**src/rtl/rv_wb_pkg.sv**
```systemverilog
// Shared writeback-stage types: load/write encodings, vector FSM states, data width.
package rv_wb_pkg;

    localparam int unsigned XLEN = 32;

    typedef enum logic [2:0] {
        NOREGWRITE = 3'd0,
        LB         = 3'd1,
        LH         = 3'd2,
        LW         = 3'd3,
        LBU        = 3'd4,
        LHU        = 3'd5
    } reg_write_e;

    typedef enum logic {
        IDLE = 1'b0,
        HIGH = 1'b1
    } vec_state_e;

endpackage

```
**src/rtl/load_ext.sv**
```systemverilog
// Byte/halfword extraction with sign or zero extension of a raw RAM word.
module load_ext
    import rv_wb_pkg::*;
(
    input  logic [XLEN-1:0] i_word,
    input  logic [1:0]      i_sel,
    input  reg_write_e      i_type,
    output logic [XLEN-1:0] o_data
);

    logic [7:0]  w_byte;
    logic [15:0] w_half;

    // Halfword select ignores sel[0]; misalignment is not trapped here.
    assign w_byte = i_word[{i_sel, 3'b000} +: 8];
    assign w_half = i_word[{i_sel[1], 4'b0000} +: 16];

    always_comb begin
        o_data = i_word;
        case (i_type)
            LB:      o_data = {{(XLEN-8){w_byte[7]}}, w_byte};
            LBU:     o_data = {{(XLEN-8){1'b0}}, w_byte};
            LH:      o_data = {{(XLEN-16){w_half[15]}}, w_half};
            LHU:     o_data = {{(XLEN-16){1'b0}}, w_half};
            default: o_data = i_word;
        endcase
    end

endmodule

```
**src/rtl/wb_stage.sv**
```systemverilog
// Writeback stage: scalar RF write with load extension, two-beat vector RF write with stall.
module wb_stage
    import rv_wb_pkg::*;
#(
    parameter int unsigned XLEN      = 32,
    parameter int unsigned NREG_LOG2 = 5
) (
    input  logic                 clk,
    input  logic                 rst,
    input  logic [XLEN-1:0]      RamDataW,
    input  logic [1:0]           LoadedBytesSelect,
    input  logic [2:0]           RegWriteW,
    input  logic                 MemToRegW,
    input  logic [XLEN-1:0]      ResultW,
    input  logic [NREG_LOG2-1:0] RdW,
    input  logic [2*XLEN-1:0]    VecDataW,
    input  logic                 VecRegWriteW,
    output logic                 RegFileWe,
    output logic [NREG_LOG2-1:0] RegFileWaddr,
    output logic [XLEN-1:0]      RegFileWdata,
    output logic                 VecFileWe,
    output logic [NREG_LOG2:0]   VecFileWaddr,
    output logic [XLEN-1:0]      VecFileWdata,
    output logic                 WbStall
);

    vec_state_e             r_state;
    vec_state_e             w_state_next;
    logic [XLEN-1:0]        w_load_data;
    logic [XLEN-1:0]        w_scalar_data;
    logic                   w_type_valid;
    logic                   w_rf_we;
    logic [NREG_LOG2-1:0]   w_rf_waddr;
    logic [XLEN-1:0]        w_rf_wdata;
    logic                   w_vf_we;
    logic [NREG_LOG2:0]     w_vf_waddr;
    logic [XLEN-1:0]        w_vf_wdata;

    load_ext u_load_ext (
        .i_word (RamDataW),
        .i_sel  (LoadedBytesSelect),
        .i_type (reg_write_e'(RegWriteW)),
        .o_data (w_load_data)
    );

    assign w_type_valid  = (RegWriteW != 3'(NOREGWRITE)) && (RegWriteW <= 3'(LHU));
    assign w_scalar_data = MemToRegW ? w_load_data : ResultW;

    // Hold MEM/WB only during the low-beat cycle; HIGH consumes the frozen inputs.
    assign WbStall = !rst && (r_state == IDLE) && VecRegWriteW;

    always_comb begin
        w_state_next = r_state;
        w_rf_we      = 1'b0;
        w_rf_waddr   = '0;
        w_rf_wdata   = '0;
        w_vf_we      = 1'b0;
        w_vf_waddr   = '0;
        w_vf_wdata   = '0;
        case (r_state)
            IDLE: begin
                if (w_type_valid && (RdW != '0)) begin
                    w_rf_we    = 1'b1;
                    w_rf_waddr = RdW;
                    w_rf_wdata = w_scalar_data;
                end
                if (VecRegWriteW) begin
                    w_vf_we      = 1'b1;
                    w_vf_waddr   = {RdW, 1'b0};
                    w_vf_wdata   = VecDataW[XLEN-1:0];
                    w_state_next = HIGH;
                end
            end
            HIGH: begin
                // Scalar write already issued in IDLE; suppress the duplicate.
                w_vf_we      = 1'b1;
                w_vf_waddr   = {RdW, 1'b1};
                w_vf_wdata   = VecDataW[2*XLEN-1:XLEN];
                w_state_next = IDLE;
            end
            default: w_state_next = IDLE;
        endcase
    end

    always_ff @(posedge clk) begin
        if (rst) begin
            r_state <= IDLE;
        end else begin
            r_state <= w_state_next;
        end
    end

    always_ff @(posedge clk) begin
        if (rst) begin
            RegFileWe    <= 1'b0;
            RegFileWaddr <= '0;
            RegFileWdata <= '0;
            VecFileWe    <= 1'b0;
            VecFileWaddr <= '0;
            VecFileWdata <= '0;
        end else begin
            RegFileWe    <= w_rf_we;
            RegFileWaddr <= w_rf_waddr;
            RegFileWdata <= w_rf_wdata;
            VecFileWe    <= w_vf_we;
            VecFileWaddr <= w_vf_waddr;
            VecFileWdata <= w_vf_wdata;
        end
    end

endmodule

```
**config.mk**
```make
export PLATFORM = sky130hd
export DESIGN_NAME = wb_stage
export DESIGN_NICKNAME = d
export VERILOG_FILES = /design/src/rtl/rv_wb_pkg.sv /design/src/rtl/load_ext.sv /design/src/rtl/wb_stage.sv
export SDC_FILE = /design/constraint.sdc
export NUM_CORES = 1
export LEC_CHECK = 0
export BUFFER_PORTS_ARGS = -buffer_cell sky130_fd_sc_hd__buf_4
export CORE_UTILIZATION = 39
export CTS_BUF_LIST = sky130_fd_sc_hd__clkbuf_4
export CTS_CLUSTER_SIZE = 8
export DETAILED_ROUTE_END_ITERATION = 10
export PLACE_DENSITY = 0.84
export SLEW_MARGIN = 20
export SYNTH_ARGS = -nofsm -noshare
export SYNTH_HDL_FRONTEND = slang
export SYNTH_SLANG_ARGS = --single-unit
export TNS_END_PERCENT = 1
```
**constraint.sdc**
```tcl
create_clock -name clk -period 1.5 [get_ports clk]
set_clock_uncertainty 0.15 [all_clocks]
set_input_delay 0.15 -clock clk [delete_from_list [all_inputs] [get_ports clk]]
set_output_delay 0.15 -clock clk [all_outputs]
set_load 0.01 [all_outputs]
```
==> impl_summary.txt, run 1 <==
----------------------------------------------------
[Outcome]
  Result of the run ... finished with violations
  Violated checks ... setup timing

[GRT]
  Global routing usage summed across all routing layers ... 0.384
  Global-route wire length before repair ... 25,100 um
  Maximum number of pins on one net before global-route repair ... 34
  Vias in the first global route ... 4,915
  Aggregate global routing overflow ... 0
  Number of antenna violations at the first check in global routing ... 0

[Final layout]
  Area growth from synthesis to layout ... 111%
  Proportion of layout cells with a drive suffix above 1 ... 0.424
  Fin util ... 0.843
  Post-layout instance area ... 6890 sq um
  NumNets Final ... 872

[Floorplan]
  Vertical die dimension ... 93.5 um
  Area of the core ... 8180 sq um
  Floorplan die area ... 8740 sq um
  Chip width ... 93.5 um
  Row count ... 33
  Starting density of the core ... 0.399
  Count of pins on the block boundary ... 220

[Setup path]
  Startpoint of the most critical setup path ... r_state
  Cell family with the largest share of critical-path delay ... compound AO/OA/AOI/OAI gates
  Slowest cell on crit path ... sky130_fd_sc_hd__dfxtp_2
  Worst Path Required ... 1.70 ns
  Max incr delay on CP ... 0.35 ns
  Arrival time of data at the critical path endpoint ... 1.92 ns
  List of cells traversed by the critical path ... buf_4 -> a2111oi_4 -> o21a_4 -> buf_12 -> o21ai_1 -> a21oi_1
  Worst Setup Path Type ... reg2reg
  Buf/Inv on CP ... 2
  Sort of element at the end of the critical path ... register
  Flop-to-flop setup slack ... -0.22 ns
  Startpoint of the worst-slack reg-to-reg timing path ... r_state
  Largest driver fanout on the critical path ... 15
  Worst path depth ... 6
  Endpoint of the worst-slack reg-to-reg timing path ... RegFileWdata[7]
  Worst reg2reg path depth ... 6
  CP startpoint kind ... register
  CP endpoint ... RegFileWdata[7]

[Synth]
  Post-Syn Area per Cell ... 9.55 sq um
  Leading register cell type out of synthesis ... sky130_fd_sc_hd__dfxtp_1
  Portion of the post-synthesis area used by sequential elements ... 0.478
  Gate count of the mapped netlist ... 342
  Cell taking the most area after synthesis ... sky130_fd_sc_hd__dfxtp_1
  Nets in the synthesized netlist ... 484
  Netlist cell types ... 44
  Cell with the most instances after synthesis ... sky130_fd_sc_hd__dfxtp_1
  Yosys reg bits ... 78
  Async set-or-reset flop fraction in the synthesized netlist ... 0
  Biggest area contributors in the synthesized netlist ... sky130_fd_sc_hd__dfxtp_1 48%, sky130_fd_sc_hd__a22o_1 8.6%, sky130_fd_sc_hd__o21ai_0 7.2%
  Cell types with the highest counts after synthesis ... 78 x sky130_fd_sc_hd__dfxtp_1, 47 x sky130_fd_sc_hd__o21ai_0, 32 x sky130_fd_sc_hd__a22o_1, 29 x sky130_fd_sc_hd__nand2_1, 27 x sky130_fd_sc_hd__a21oi_1
  Yosys warning total ... 0
  Netlist area before placement ... 3270 sq um
  Number of enable flip-flop cells after synthesis ... 0
  Area share of the largest cell type after synthesis ... 0.478

[Placement]
  Placed wire-length estimate after detailed placement ... 8790 um
  # port buffers ... 219
  Gp weighted congestion ... 0.909
  Instance area after placement ... 5300 sq um

[CTS]
  Clock slew at reported path FFs ... 0.13 ns
  Worst-skew pair later-pin latency ... 0.44 ns
  TritonCTS clock tree ... built
  Clock sinks ... 78
  Longest Clk Path Bufs ... 2
  H-tree depth reported by CTS ... 3
  Root Driver ... sky130_fd_sc_hd__clkbuf_4
  Number of clock buffers inserted by TritonCTS ... 9

[Timing]
  Worst Tran Pin Value ... 0.480 ns
  Setup repair after global routing missed its margin ... true
  Hold violation count in the final report ... 0
  Least setup slack across all paths after layout ... -0.216 ns
  Shortest clock period the worst path allows after layout ... 1.72 ns
  Top achievable clock speed ... 583 MHz
  Final period utilization ... 1.14
  Final Slew Violations ... 0
  Number of endpoints failing setup at the final stage ... 26
  Max-slew headroom ... 0.677

[Detailed routing]
  Remaining number of nets flagged by the antenna check after routing ... 0
  1st-pass router iterations ... 6
  Mean number of vias per cell ... 5.55
  DRC violation count after routing ... 0
  Detailed-route wire length per cell ... 19.9 um
  Number of vias after detailed routing ... 4,664
  Violation count after the first detailed-route iteration ... 509
  Total wire length after detailed routing ... 16,800 um

[Power]
  Total power ... 5.18 mW
  Worst supply voltage drop on vdd ... 0.503 mV
  P_leak ... 3.16 nW
  PD cells ... 752 nW/um^2

[Job]
  Max-capacitance violation count ... 0

[Worst hold path]
  Worst min-delay path category ... in2reg

----------------------------------------------------
-- kinds of logic after synthesis --
kind of cell,count (synthesis),share of synthesized area
AOI/OAI and AO/OA,146,0.313
xor gates and xnor gates,1,0.00268
buffers and inverters,30,0.0494
DFF,78,0.478
muxes,10,0.0395
and+or+nand+nor,77,0.117
-- per-layer routing --
layer	routed length (um)	GRT usage	up-vias
li1	-	-	2038
met1	5530	0.379	2135
met2	8780	0.709	399
met3	1520	0.0984	92
met4	932	0.246	0
met5	0	0	-
-- cells in the final DEF, fill, tap and decap left out, types with 9 or more instances in the layout --
cell / count
sky130_fd_sc_hd__clkbuf_4: 9
sky130_fd_sc_hd__o21ai_0: 20
sky130_fd_sc_hd__o21ai_1: 27
sky130_fd_sc_hd__a21oi_2: 10
sky130_fd_sc_hd__and2_1: 11
sky130_fd_sc_hd__a21oi_1: 27
sky130_fd_sc_hd__a22o_1: 32
sky130_fd_sc_hd__nor2_1: 16
sky130_fd_sc_hd__nand2_1: 29
sky130_fd_sc_hd__dfxtp_1: 77
sky130_fd_sc_hd__buf_4: 261
sky130_fd_sc_hd__dlygate4sd3_1: 135
-- repair_timing --
| item | CTS | global route |
|---|---|---|
| endpoints found under the hold margin | 76 | 0 |
| gates resized for setup | 29 | 8 |
| pin swaps | 1 | 2 |
| endpoints found under the setup margin | 1 | 48 |
| hold buffers | 135 | 0 |
| setup buffers | 4 | 0 |
| cloned | 1 | 0 |
-- stage by stage --
stage | setup TNS, ns | hold WS [ns] | instances | setup WS [ns]
after detailed placement | -4.48 | 0.211 | 684 | -0.171
final | -1.42 | 0.0159 | 841 | -0.216
after CTS | -0.623 | 0.00117 | 840 | -0.155
after floorplan | -1.10 | 0.0758 | 342 | -0.0600
after global routing | -3.46 | 0.0249 | 840 | -0.220
after global placement | -3.59 | 0.210 | 684 | -0.138
-- area by class of cell --
type                    count  area (sq um)
clock buffers               9          67.6
repair buffers            404          3460
flip-flops and latches     78          1560
well taps                 105           131
multi-input cells         234          1580
inverters                   3          11.3
clock inverters             7          72.6
fillers                   425          1280
diodes                      1          2.50
-- report_power, final --
part	switching [mW]	internal [mW]
registers	0.0504	2.20
clock network	0.826	0.511
logic	0.671	0.922
total	1.55	3.63
-- how the worst min path moves through the flow --
stage	from	end	depth (start not counted)
finish	rst	RegFileWdata[16]	5
detailed placement	VecDataW[47]	VecFileWdata[15]	2
global placement	VecDataW[58]	VecFileWdata[26]	2
CTS	rst	RegFileWdata[16]	5
global route	rst	RegFileWdata[16]	5
floorplan	rst	r_state	1
-- flip-flops by register name, indices dropped and copies added (netlist names) --
signal	flops
RegFileWdata	32
VecFileWdata	32
VecFileWaddr	6
RegFileWaddr	5
RegFileWe	1
VecFileWe	1
r_state	1
-- tightest hold or removal path, stage by stage --
cell,delay [ns]
sky130_fd_sc_hd__buf_4,0.10
sky130_fd_sc_hd__a2111oi_4,0.05
sky130_fd_sc_hd__o21a_4,0.15
sky130_fd_sc_hd__o21ai_0,0.08
sky130_fd_sc_hd__a21oi_1,0.04
Power figures use the tool's default switching activity.
==> run 2: changes to the inputs <==
--- a/config.mk
+++ b/config.mk
@@ -6,11 +6,12 @@
 export NUM_CORES = 1
 export LEC_CHECK = 0
 export BUFFER_PORTS_ARGS = -buffer_cell sky130_fd_sc_hd__buf_4
+export CORE_MARGIN = 2
 export CORE_UTILIZATION = 39
 export CTS_BUF_LIST = sky130_fd_sc_hd__clkbuf_4
 export CTS_CLUSTER_SIZE = 8
 export DETAILED_ROUTE_END_ITERATION = 10
-export PLACE_DENSITY = 0.84
+export PLACE_DENSITY = 0.79
 export SLEW_MARGIN = 20
 export SYNTH_ARGS = -nofsm -noshare
 export SYNTH_HDL_FRONTEND = slang
==> run 2 against run 1 <==
The flow still finishes with violations (setup timing). Sequential share of layout area about the same. First-iteration DRC count down 5.7%. Design area up 0.22%. Hold slack worse by 0.014 ns. Cell count is 0.83% higher. Clock-buffer cell count up 1. Power increased by 3.6%. Wire length up 4.4%. Combinational power barely moved.
==> impl_summary.txt, run 2 (synthesized netlist as in run 1, its figures left out) <==
----------------------------------------------------
[Setup path]
  Worst Setup Path Type ... reg2out
  Buf/Inv on CP ... 3
  Critical path's most frequent cell ... sky130_fd_sc_hd__buf_6
  List of cells traversed by the critical path ... buf_6 -> nor3b_4 -> buf_6 -> buf_6
  Largest driver fanout on the critical path ... 2
  Worst Path Required ... 1.20 ns
  Endpoint of the worst-slack reg-to-reg timing path ... RegFileWdata[14]
  Startpoint of the worst-slack reg-to-reg timing path ... r_state
  Flop-to-flop setup slack ... -0.13 ns
  Cell family with the largest share of critical-path delay ... flip-flops
  Slowest cell on crit path ... sky130_fd_sc_hd__dfxtp_2
  Max incr delay on CP ... 0.36 ns
  Worst reg2reg path depth ... 6
  CP startpoint kind ... register
  Arrival time of data at the critical path endpoint ... 1.33 ns
  Sort of element at the end of the critical path ... output port

[Power]
  Internal portion of total power ... 3.82 mW
  Reg power frac ... 0.419
  Total power ... 5.37 mW
  Net switching share of the total power ... 0.288
  P_leak ... 3.19 nW
  Worst supply voltage drop on vdd ... 0.450 mV
  Proportion of power drawn by the clock network ... 0.284
  PD cells ... 778 nW/um^2
  Power dissipated by switching net loads ... 1.55 mW
  Fraction of power consumed by combinational cells ... 0.296

[Timing]
  Setup repair after global routing missed its margin ... true
  Shortest clock period the worst path allows after layout ... 1.63 ns
  Hold violation count in the final report ... 0
  Worst hold margin ... 0.00162 ns
  Number of endpoints failing setup at the final stage ... 29
  Max-slew headroom ... 0.644
  Final period utilization ... 1.09
  Final Slew Violations ... 0
  Least setup slack across all paths after layout ... -0.134 ns
  Worst Tran Pin Value ... 0.530 ns
  Top achievable clock speed ... 612 MHz
  Total negative setup slack ... -1.50 ns

[Placement]
  Gp weighted congestion ... 0.880
  Cell count after placement ... 691
  # port buffers ... 219
  Placed wire-length estimate after detailed placement ... 9120 um

[Outcome]
  Result of the run ... finished with violations
  Violated checks ... setup timing

[Floorplan]
  Floorplan die area ... 9120 sq um
  Vertical die dimension ... 95.5 um
  Chip width ... 95.5 um
  Area of the core ... 8180 sq um
  Starting density of the core ... 0.399
  Row count ... 33
  Count of pins on the block boundary ... 220

[GRT]
  Aggregate global routing overflow ... 0
  Number of antenna violations at the first check in global routing ... 0
  Maximum number of pins on one net before global-route repair ... 34
  Global-route wire length before repair ... 25,200 um
  Global routing usage summed across all routing layers ... 0.370
  Vias in the first global route ... 4,925

[Final layout]
  Most common cell after layout, fill and taps aside ... sky130_fd_sc_hd__buf_4
  Proportion of layout cells with a drive suffix above 1 ... 0.430
  Area growth from synthesis to layout ... 111%
  Finished Layout Cells ... 848
  Highest-count cells in the layout ignoring fill and taps ... 271 x sky130_fd_sc_hd__buf_4, 135 x sky130_fd_sc_hd__dlygate4sd3_1, 77 x sky130_fd_sc_hd__dfxtp_1
  NumNets Final ... 879
  Registers with the most flip-flops ... RegFileWdata x32, VecFileWdata x32, VecFileWaddr x6
  Count of filler cells inserted in the layout ... 419

[Detailed routing]
  DRC violation count after routing ... 0
  Detailed-route wire length per cell ... 20.6 um
  Total wire length after detailed routing ... 17,500 um
  Mean number of vias per cell ... 5.54
  Violation count after the first detailed-route iteration ... 480
  1st-pass router iterations ... 7
  Number of vias after detailed routing ... 4,702
  Remaining number of nets flagged by the antenna check after routing ... 0

[Worst hold path]
  Hold Path End ... RegFileWdata[15]
  Worst min-delay path category ... in2reg
  Worst Hold Depth ... 4
  Worst Min Path Start ... RamDataW[15]

[Job]
  Max-capacitance violation count ... 0

[CTS]
  TritonCTS clock tree ... built
  Longest Clk Path Bufs ... 2
  H-tree depth reported by CTS ... 3
  Worst-skew pair later-pin latency ... 0.44 ns
  Number of clock buffers inserted by TritonCTS ... 9
  Clock slew at reported path FFs ... 0.13 ns
  Root Driver ... sky130_fd_sc_hd__clkbuf_4
  Clock sinks ... 78

----------------------------------------------------
run 2: changes by cell type in the layout (fill, tap and decap cells not counted), sizes merged:
cell / before / now
buf: 269 / 276
clkinv: 4 / 2
clkbuf: 9 / 10
bufinv: 1 / 2
run 2: metal layers:
layer / vias up / global-route usage / wire length (um)
li1: 2046 / - / -
met1: 2141 / 0.364 / 5660
met2: 391 / 0.673 / 8970
met3: 124 / 0.0917 / 1570
met4: 0 / 0.265 / 1290
met5: - / 0 / 0
run 2: worst max path at each step:
stage	slack (ns)	end	cells after the start	startpoint
2_1_floorplan	-0.06	RegFileWdata[21]	5	LoadedBytesSelect[1]
3_3_place_gp	-0.17	RegFileWdata[9]	6	LoadedBytesSelect[1]
3_5_place_dp	-0.19	RegFileWdata[29]	6	RdW[0]
4_1_cts	-0.11	WbStall	4	r_state
5_1_grt	-0.18	WbStall	4	r_state
6_report	-0.13	WbStall	4	r_state
run 2: area by class of cell:
| class | count | area (sq um) | area share |
|---|---|---|---|
| Clock inverter | 6 | 93.8 | 0.0136 |
| Sequential cell | 78 | 1560 | 0.226 |
| Timing Repair Buffer | 411 | 3460 | 0.501 |
| Clock buffer | 10 | 75.1 | 0.0109 |
| Multi-Input combinational cell | 234 | 1570 | 0.227 |
| Tap cell | 105 | 131 | 0.0190 |
| Antenna cell | 1 | 2.50 | 0.000362 |
| Inverter | 3 | 11.3 | 0.00163 |
run 2: repair_timing:
item | 4_1_cts | 5_1_grt
gates cloned | 0 | 0
hold buffers | 134 | 1
resized for setup | 26 | 12
pin swaps | 2 | 1
hold endpoints to repair | 76 | 2
setup endpoints to repair | 1 | 32
setup buffers | 4 | 1
run 2: power by group through the flow:
stage          Sequential, mW  Clock (mW)  Combinational (mW)
5_1_grt                  2.26        1.62                1.67
6_report                 2.25        1.53                1.59
4_1_cts                  2.24        1.49                1.47
3_3_place_gp             2.28           0                1.14
3_5_place_dp             2.29           0                1.17
2_1_floorplan            2.35           0               0.392
run 2: stage by stage:
| stage | worst slack (ns) | area (sq um) | utilization |
|---|---|---|---|
| 2_1_floorplan | -0.0600 | 3270 | - |
| 3_3_place_gp | -0.169 | 5310 | 0.650 |
| 3_5_place_dp | -0.192 | 5310 | 0.650 |
| 4_1_cts | -0.108 | 6870 | 0.841 |
| 5_1_grt | -0.182 | 6900 | 0.845 |
| 6_report | -0.134 | 6910 | 0.845 |
run 2: worst reg2reg max path, delay by kind of cell (launching register included):
family / cells / cell delay (ns)
buf+inv: 2 / 0.30
compound gates: 4 / 0.74
flops: 1 / 0.36
